<file path="src/rtl/rf_pkg.sv">
// Shared types and the write-port priority select for the multiport register file.
// Latency: combinational helpers only.
// Backpressure: none; pure functions and constants.
package rf_pkg;

  localparam int RF_DATA_W = 32;
  localparam int RF_ADDR_W = 5;

  // Upper bounds for the generic select function. Instances must keep
  // NUM_WR <= RF_MAX_WR and ADDR_W <= RF_MAX_AW.
  localparam int RF_MAX_WR = 8;
  localparam int RF_MAX_AW = 8;

  typedef logic [RF_MAX_AW-1:0]                rf_addr_t;
  typedef logic [RF_MAX_WR-1:0][RF_MAX_AW-1:0] rf_addr_vec_t;

  typedef struct packed {
    logic hit;  // some enabled write port targets the address
    int   idx;  // highest-index such port
  } rf_sel_t;

  // Scanning upward lets later ports overwrite earlier matches, so the
  // highest-index enabled port targeting addr wins.
  function automatic rf_sel_t rf_wr_select(input rf_addr_t              addr,
                                           input logic [RF_MAX_WR-1:0] wr_en,
                                           input rf_addr_vec_t          wr_addr);
    rf_sel_t s;
    s.hit = 1'b0;
    s.idx = 0;
    for (int j = 0; j < RF_MAX_WR; j++) begin
      if (wr_en[j] && (wr_addr[j] == addr)) begin
        s.hit = 1'b1;
        s.idx = j;
      end
    end
    return s;
  endfunction

endpackage

</file>
<file path="src/rtl/rf_read_port.sv">
// One read port: storage mux, same-cycle write bypass, zero-register force, busy flag.
// Latency: combinational, zero cycles from rd_addr/wr_* to rd_data/rd_busy.
// Backpressure: none; always answers.
// Ports: rst (async reset, gates bypass), rd_addr, mem/pend (registered state),
//        wr_en_x/wr_addr_x (zero-extended write controls), wr_data, rd_data, rd_busy.
module rf_read_port
  import rf_pkg::*;
#(
  parameter int DATA_W   = RF_DATA_W,
  parameter int ADDR_W   = RF_ADDR_W,
  parameter int NUM_WR   = 2,
  parameter int ZERO_REG = 1,
  parameter int BYPASS   = 1
) (
  input  logic                                  rst,
  input  logic [ADDR_W-1:0]                     rd_addr,
  input  logic [(2**ADDR_W)-1:0][DATA_W-1:0]    mem,
  input  logic [(2**ADDR_W)-1:0]                pend,
  input  logic [RF_MAX_WR-1:0]                  wr_en_x,
  input  rf_addr_vec_t                          wr_addr_x,
  input  logic [NUM_WR*DATA_W-1:0]              wr_data,
  output logic [DATA_W-1:0]                     rd_data,
  output logic                                  rd_busy
);

  rf_sel_t           w_sel;
  logic              w_is_zero;
  logic              w_byp;
  logic [DATA_W-1:0] w_byp_dat;

  always_comb begin
    w_sel     = rf_wr_select(RF_MAX_AW'(rd_addr), wr_en_x, wr_addr_x);
    w_is_zero = (ZERO_REG != 0) && (rd_addr == '0);
    // Forwarding is suppressed under reset so rd_data stays 0 whatever wr_* does.
    w_byp     = (BYPASS != 0) && !rst && w_sel.hit && !w_is_zero;

    w_byp_dat = '0;
    for (int j = 0; j < NUM_WR; j++) begin
      if (w_sel.idx == j) w_byp_dat = wr_data[j*DATA_W +: DATA_W];
    end

    if (rst || w_is_zero) rd_data = '0;
    else if (w_byp)       rd_data = w_byp_dat;
    else                  rd_data = mem[rd_addr];

    // A retiring write that is being forwarded already satisfies the consumer.
    rd_busy = pend[rd_addr] && !w_byp;
  end

endmodule

</file>
<file path="src/rtl/rf_multiport_sb.sv">
// Multiport register file with per-register pending-write scoreboard for RAW detection.
// Latency: reads combinational; writes and scoreboard updates land on the next clk edge.
// Backpressure: none; every enabled write and sb_set is accepted each cycle.
// Ports: clk, rst (async active-high); rd_addr/rd_data/rd_busy per read port;
//        wr_en/wr_addr/wr_data per write port; sb_set/sb_addr mark a destination pending;
//        pend_vec exposes the whole scoreboard.
module rf_multiport_sb
  import rf_pkg::*;
#(
  parameter int DATA_W   = RF_DATA_W,
  parameter int ADDR_W   = RF_ADDR_W,
  parameter int NUM_RD   = 2,
  parameter int NUM_WR   = 2,
  parameter int ZERO_REG = 1,
  parameter int BYPASS   = 1
) (
  input  logic                       clk,
  input  logic                       rst,
  input  logic [NUM_RD*ADDR_W-1:0]   rd_addr,
  output logic [NUM_RD*DATA_W-1:0]   rd_data,
  output logic [NUM_RD-1:0]          rd_busy,
  input  logic [NUM_WR-1:0]          wr_en,
  input  logic [NUM_WR*ADDR_W-1:0]   wr_addr,
  input  logic [NUM_WR*DATA_W-1:0]   wr_data,
  input  logic                       sb_set,
  input  logic [ADDR_W-1:0]          sb_addr,
  output logic [(2**ADDR_W)-1:0]     pend_vec
);

  localparam int DEPTH = 2**ADDR_W;

  logic [DEPTH-1:0][DATA_W-1:0] r_mem;
  logic [DEPTH-1:0]             r_pend;

  logic [RF_MAX_WR-1:0] w_en_x;
  rf_addr_vec_t         w_wa_x;
  rf_sel_t              w_wsel [DEPTH];
  logic [DATA_W-1:0]    w_wdat [DEPTH];

  // Widen write controls to the fixed shape the shared select function expects.
  always_comb begin
    w_en_x = RF_MAX_WR'(wr_en);
    w_wa_x = '0;
    for (int j = 0; j < NUM_WR; j++) begin
      w_wa_x[j] = RF_MAX_AW'(wr_addr[j*ADDR_W +: ADDR_W]);
    end
  end

  // Per-register winning write port and its data.
  always_comb begin
    for (int r = 0; r < DEPTH; r++) begin
      w_wsel[r] = rf_wr_select(RF_MAX_AW'(r), w_en_x, w_wa_x);
      w_wdat[r] = '0;
      for (int j = 0; j < NUM_WR; j++) begin
        if (w_wsel[r].idx == j) w_wdat[r] = wr_data[j*DATA_W +: DATA_W];
      end
    end
  end

  always_ff @(posedge clk or posedge rst) begin
    if (rst) begin
      r_mem  <= '0;
      r_pend <= '0;
    end else begin
      for (int r = 0; r < DEPTH; r++) begin
        if ((ZERO_REG != 0) && (r == 0)) begin
          r_mem[r]  <= '0;
          r_pend[r] <= 1'b0;
        end else begin
          if (w_wsel[r].hit) r_mem[r] <= w_wdat[r];
          // Set beats clear: a newly issued producer supersedes the retiring one.
          if (sb_set && (sb_addr == ADDR_W'(r))) r_pend[r] <= 1'b1;
          else if (w_wsel[r].hit)                r_pend[r] <= 1'b0;
        end
      end
    end
  end

  assign pend_vec = r_pend;

  for (genvar i = 0; i < NUM_RD; i++) begin : g_rd
    rf_read_port #(
      .DATA_W  (DATA_W),
      .ADDR_W  (ADDR_W),
      .NUM_WR  (NUM_WR),
      .ZERO_REG(ZERO_REG),
      .BYPASS  (BYPASS)
    ) u_rd (
      .rst      (rst),
      .rd_addr  (rd_addr[i*ADDR_W +: ADDR_W]),
      .mem      (r_mem),
      .pend     (r_pend),
      .wr_en_x  (w_en_x),
      .wr_addr_x(w_wa_x),
      .wr_data  (wr_data),
      .rd_data  (rd_data[i*DATA_W +: DATA_W]),
      .rd_busy  (rd_busy[i])
    );
  end

endmodule
</file>
<file path="config.mk">
export PLATFORM = sky130hd
export DESIGN_NAME = rf_multiport_sb
export DESIGN_NICKNAME = d
export VERILOG_FILES = /design/src/rtl/rf_pkg.sv /design/src/rtl/rf_read_port.sv /design/src/rtl/rf_multiport_sb.sv
export SDC_FILE = /design/constraint.sdc
export NUM_CORES = 2
export LEC_CHECK = 0
export BUFFER_PORTS_ARGS = -buffer_cell sky130_fd_sc_hd__buf_2
export CAP_MARGIN = 30
export CELL_PAD_IN_SITES_DETAIL_PLACEMENT = 1
export CELL_PAD_IN_SITES_GLOBAL_PLACEMENT = 1
export CORE_ASPECT_RATIO = 1.2
export CORE_MARGIN = 2
export CORE_UTILIZATION = 57
export CTS_BUF_LIST = sky130_fd_sc_hd__clkbuf_4 sky130_fd_sc_hd__clkbuf_8
export DETAILED_ROUTE_END_ITERATION = 10
export PLACE_DENSITY = 0.92
export SLEW_MARGIN = 0
export SYNTH_ARGS = -nofsm -noshare
export SYNTH_HDL_FRONTEND = slang
export SYNTH_SLANG_ARGS = --single-unit
</file>
<file path="constraint.sdc">
create_clock -name clk -period 70 [get_ports clk]
set_input_delay 7 -clock clk [delete_from_list [all_inputs] [get_ports clk]]
set_output_delay 7 -clock clk [all_outputs]
set_load 0.05 [all_outputs]
</file>
==> results of run 1 <==
## per-layer routing
layer	global-route usage, %	overflow
met1	79.3	14
met2	91.8	87
met3	75.6	7
met4	75.5	79
met5	60.2	3
## Yosys cell counts, drive strengths merged, types with 2 or more instances
cell	instances	area, um2
a21oi	744	3720
a221oi	45	394
a22o	13	114
a22oi	155	1160
a31oi	3	18.8
a32o	17	170
and2	11	68.8
and3	15	93.8
buf	314	1730
clkbuf	495	1880
dfrtp	1023	25600
inv	11	41.3
mux2	83	935
mux2i	998	9990
mux4	505	11400
nand2	480	1800
nand2b	8	50.1
nand3	13	65.1
nand4	4	25.0
nor2	703	2660
nor2b	63	394
nor3	25	130
nor3b	4	30.0
nor4	8	62.6
o21ai	402	2010
o221ai	34	485
o2bb2ai	2	17.5
o31ai	28	210
xnor2	4	35.0
xor2	16	140
## metrics by stage
stage                     instances  hold slack, ns
after floorplan                6235           0.527
after global placement         7215           0.539
after detailed placement       7255           0.553
after CTS                      7562           0.590
## cells by family after synthesis
family                    after synthesis  share of synthesized area, %
and+or+nand+nor                      1336                          8.25
xor gates and xnor gates               20                         0.267
other                                   1                       0.00573
DFF                                  1023                          39.1
muxes                                1586                          34.0
AOI/OAI and AO/OA                    1448                          12.8
buffers and inverters                 821                          5.58
==> impl_metrics.ini, run 1 <==
[outcome]
status = did not finish
failing_step = global routing
error_line = [ERROR GRT-0232] Routing congestion too high. Check the congestion heatmap in the GUI.

[cts]
cts_buffers = 170
cts.sinks = 1023
cts_setup_buffers = 0
cts_hold_buf = 0
post_cts_resized = 0
htree_levels = 4
cts.path.max_buffers = 3
clockRootBuffer = clkbuf_8

[floorplan]
die_w_um = 313
start_util_pct = 57.3
die-height_um = 375
rows = 136
ios = 192

[yosys]
ys_dominant_reg_cell = dfrtp_1
synth_seq_cells = 1023
netlist_area_um2 = 65500
yosys.cell_types.count = 49
syn_area_per_cell_um2 = 10.5
postSynth.asyncResetShare_pct = 100
yosysSeqAreaShare_pct = 39.1
synth_edf_count = 0
netlist_instances = 6235
synth_nets = 6329
ys_warn_count = 0

[placed_design]
dpl_worst_slack_ns = 50.63
routabilityCongestion = 0.917
port_buffers = 190
placement.cell_area_um2 = 67000
hpwl_um = 176000

[global_route]
grt_max_degree = 175
grt_usage_pct = 81.1
grt-ovfl-total = 190
antenna_found_initial = 73
==> inputs of run 2 (changes only) <==
Settings changed: CELL_PAD_IN_SITES_DETAIL_PLACEMENT 1 to unset, CELL_PAD_IN_SITES_GLOBAL_PLACEMENT 1 to unset, CORE_ASPECT_RATIO 1.2 to unset, CORE_UTILIZATION 57 to 40, CTS_BUF_LIST sky130_fd_sc_hd__clkbuf_4 sky130_fd_sc_hd__clkbuf_8 to unset, PLACE_DENSITY 0.92 to unset, PLACE_DENSITY_LB_ADDON set to 0.15.
==> impl_metrics.ini, run 2 <==
[cells_and_area]
mostFrequentLayoutCells = 1023 x dfrtp_1, 998 x mux2i_1, 743 x a21oi_1
multi_input_comb_area_um2 = 36700
top_register = r_mem
layout_commonest_cell = dfrtp_1
fin_nets = 6004
regArea_um2 = 25600
drive_gt1_share_pct = 20.7
final_util_pct = 44.4
fillCellCount = 15134
largest_reg_flops = 992
syn_to_final_growth_pct = 10.4

[setup_path]
worst_setup_path_start_kind = primary input
crit_buf_inv = 5
cpMaxStageDelayCell = buf_4
crit_family = buffers and inverters
cpMostUsedCell = buf_4
crit_fanout = 52
critPathMaxStageDelay_ns = 0.86
path_cells = buf_8, buf_4, buf_4, buf_4, mux4_2, nor2b_1, o311a_1, o31ai_1, buf_2
crit_arrival_ns = 11.47
required_ns = 63.00
endpoint_kind = primary output
worstSetupPathType = primary input to primary output

[drt]
vias = 53283
finalWirelength_um = 283000
routedWlPerCell_um = 34.5
antenna_left = 0
dr.pass1.iters = 6
first_iter_violations = 7438
drc_errors = 0
viasPerCell = 6.51

[outcome]
status = completed

[cts]
cts_setup_buffers = 0
cts.path.max_buffers = 3
cts_tree = done
cts_hold_buf = 0
clk_pin_slew_ns = 0.05
clockRootBuffer = clkbuf_16
cts.sinks = 1023
post_cts_resized = 0
htree_levels = 4
clock_latency_ns = 0.77
cts_buffers = 130

[timing]
maxSlewHeadroom_pct = 26.7
tns_ns = 0
fin_hold_ws_ns = 0.582
finalHoldViolCount = 0
setup_ws_ns = 51.53
rsz0062_at_grt = false
clock-skew-final_ns = 0
setup_violations = 0
fin_crit_sh_pct = 26.4
maxSlewViolCount = 0
tightest_slew_ns = 1.10
max_freq_mhz = 54.1
fin_crit_ns = 18.47

[floorplan]
die_area_um2 = 167000
rows = 148
ios = 192
die_w_um = 409
coreArea_um2 = 163000
die-height_um = 409
start_util_pct = 40.2

[placed_design]
routabilityCongestion = 0.859
dpl_worst_slack_ns = 51.59
port_buffers = 190
hpwl_um = 164000

[global_route]
grt_pass1_vias = 50774
grt_max_degree = 163
grt_pass1_wl_um = 401000
busiest_layer = met2
grt-ovfl-total = 0
met1_usage_pct = 46.5
grt_usage_pct = 33.3
use_met3_pct = 9.46
use_met2_pct = 49.0
antenna_found_initial = 15

[yosys]
synth_seq_cells = 1023
netlist_area_um2 = 65500
synth_top_cell_by_area = dfrtp_1
ys_warn_count = 0
yosysSeqAreaShare_pct = 39.1
netlist_top_cells_area = dfrtp_1 39%, mux4_2 17%, mux2i_1 15%
synth_nets = 6329
netlist_instances = 6235
ys_dominant_reg_cell = dfrtp_1
synth_common_cells = 1023 x dfrtp_1, 998 x mux2i_1, 744 x a21oi_1
syn_area_per_cell_um2 = 10.5
synth.top_cell.area_share_pct = 39.1
yosys.cell_types.count = 49
postSynth.asyncResetShare_pct = 100
synth_edf_count = 0
yosysMostFrequentCell = dfrtp_1

[pwr]
p_per_area_nw_per_um2 = 29.7
peakVddDrop_mv = 0.0185
p_leak_nw = 30.4
total_power_mw = 2.14

[min_path]
hold_class = flop to flop

[job]
cap_violations = 0
[run 2: cell counts after synthesis]
No cell type changed its count.
[run 2: logic make-up after synthesis]
logic type	count (synthesis)	synth area share [%]
simple gates	1336	8.25
buf+inv	821	5.58
mux	1586	34.0
flops	1023	39.1
compound gates	1448	12.8
xor+xnor	20	0.267
other cells	1	0.00573
[run 2: worst paths after layout]
check | from | end | slack, ns | cells past startpoint
max | rd_addr[1] | rd_data[31] | 51.53 | 9
min | r_mem[479] | r_mem[479] | 0.58 | 2
max in group asynchronous | rst | r_mem[236] | 60.56 | 5
min in group asynchronous | rst | r_mem[698] | 6.52 | 2
min reg2reg | r_mem[479] | r_mem[479] | 0.58 | 2
max reg2reg | pend_vec[2] | pend_vec[2] | 69.15 | 1
[run 2: per-layer routing]
layer / part of all wire, % / up-vias
li1: - / 22130
met1: 41 / 27156
met2: 44 / 3318
met3: 11 / 665
met4: 4.2 / 14
met5: 0.035 / -
[run 2: per-stage QoR]
| step | cells | cell area (um2) |
|---|---|---|
| CTS | 8181 | 72200 |
| global route | 8186 | 72300 |
| global placement | 7916 | 67100 |
| detailed placement | 7949 | 67900 |
| floorplan | 6235 | 65500 |
| finish | 8189 | 72300 |
[run 2: final cells by class]
| class | count | area share (%) |
|---|---|---|
| antenna | 4 | 0.0138 |
| clock buffer | 193 | 5.23 |
| clock inverter | 39 | 0.687 |
| inverter | 12 | 0.0761 |
| multi-input combinational | 4391 | 50.8 |
| sequential | 1023 | 35.4 |
| tap | 2175 | 3.76 |
| timing repair buffer | 352 | 4.03 |
[run 2: report_power, final]
part           internal [mW]  leakage, nW  total, mW  switching [mW]
registers              0.751         12.4      0.890           0.139
logic                  0.285         16.0      0.561           0.276
clock network          0.405         2.08      0.694           0.289
total                   1.44         30.4       2.14           0.704
Power figures use the tool's default switching activity.
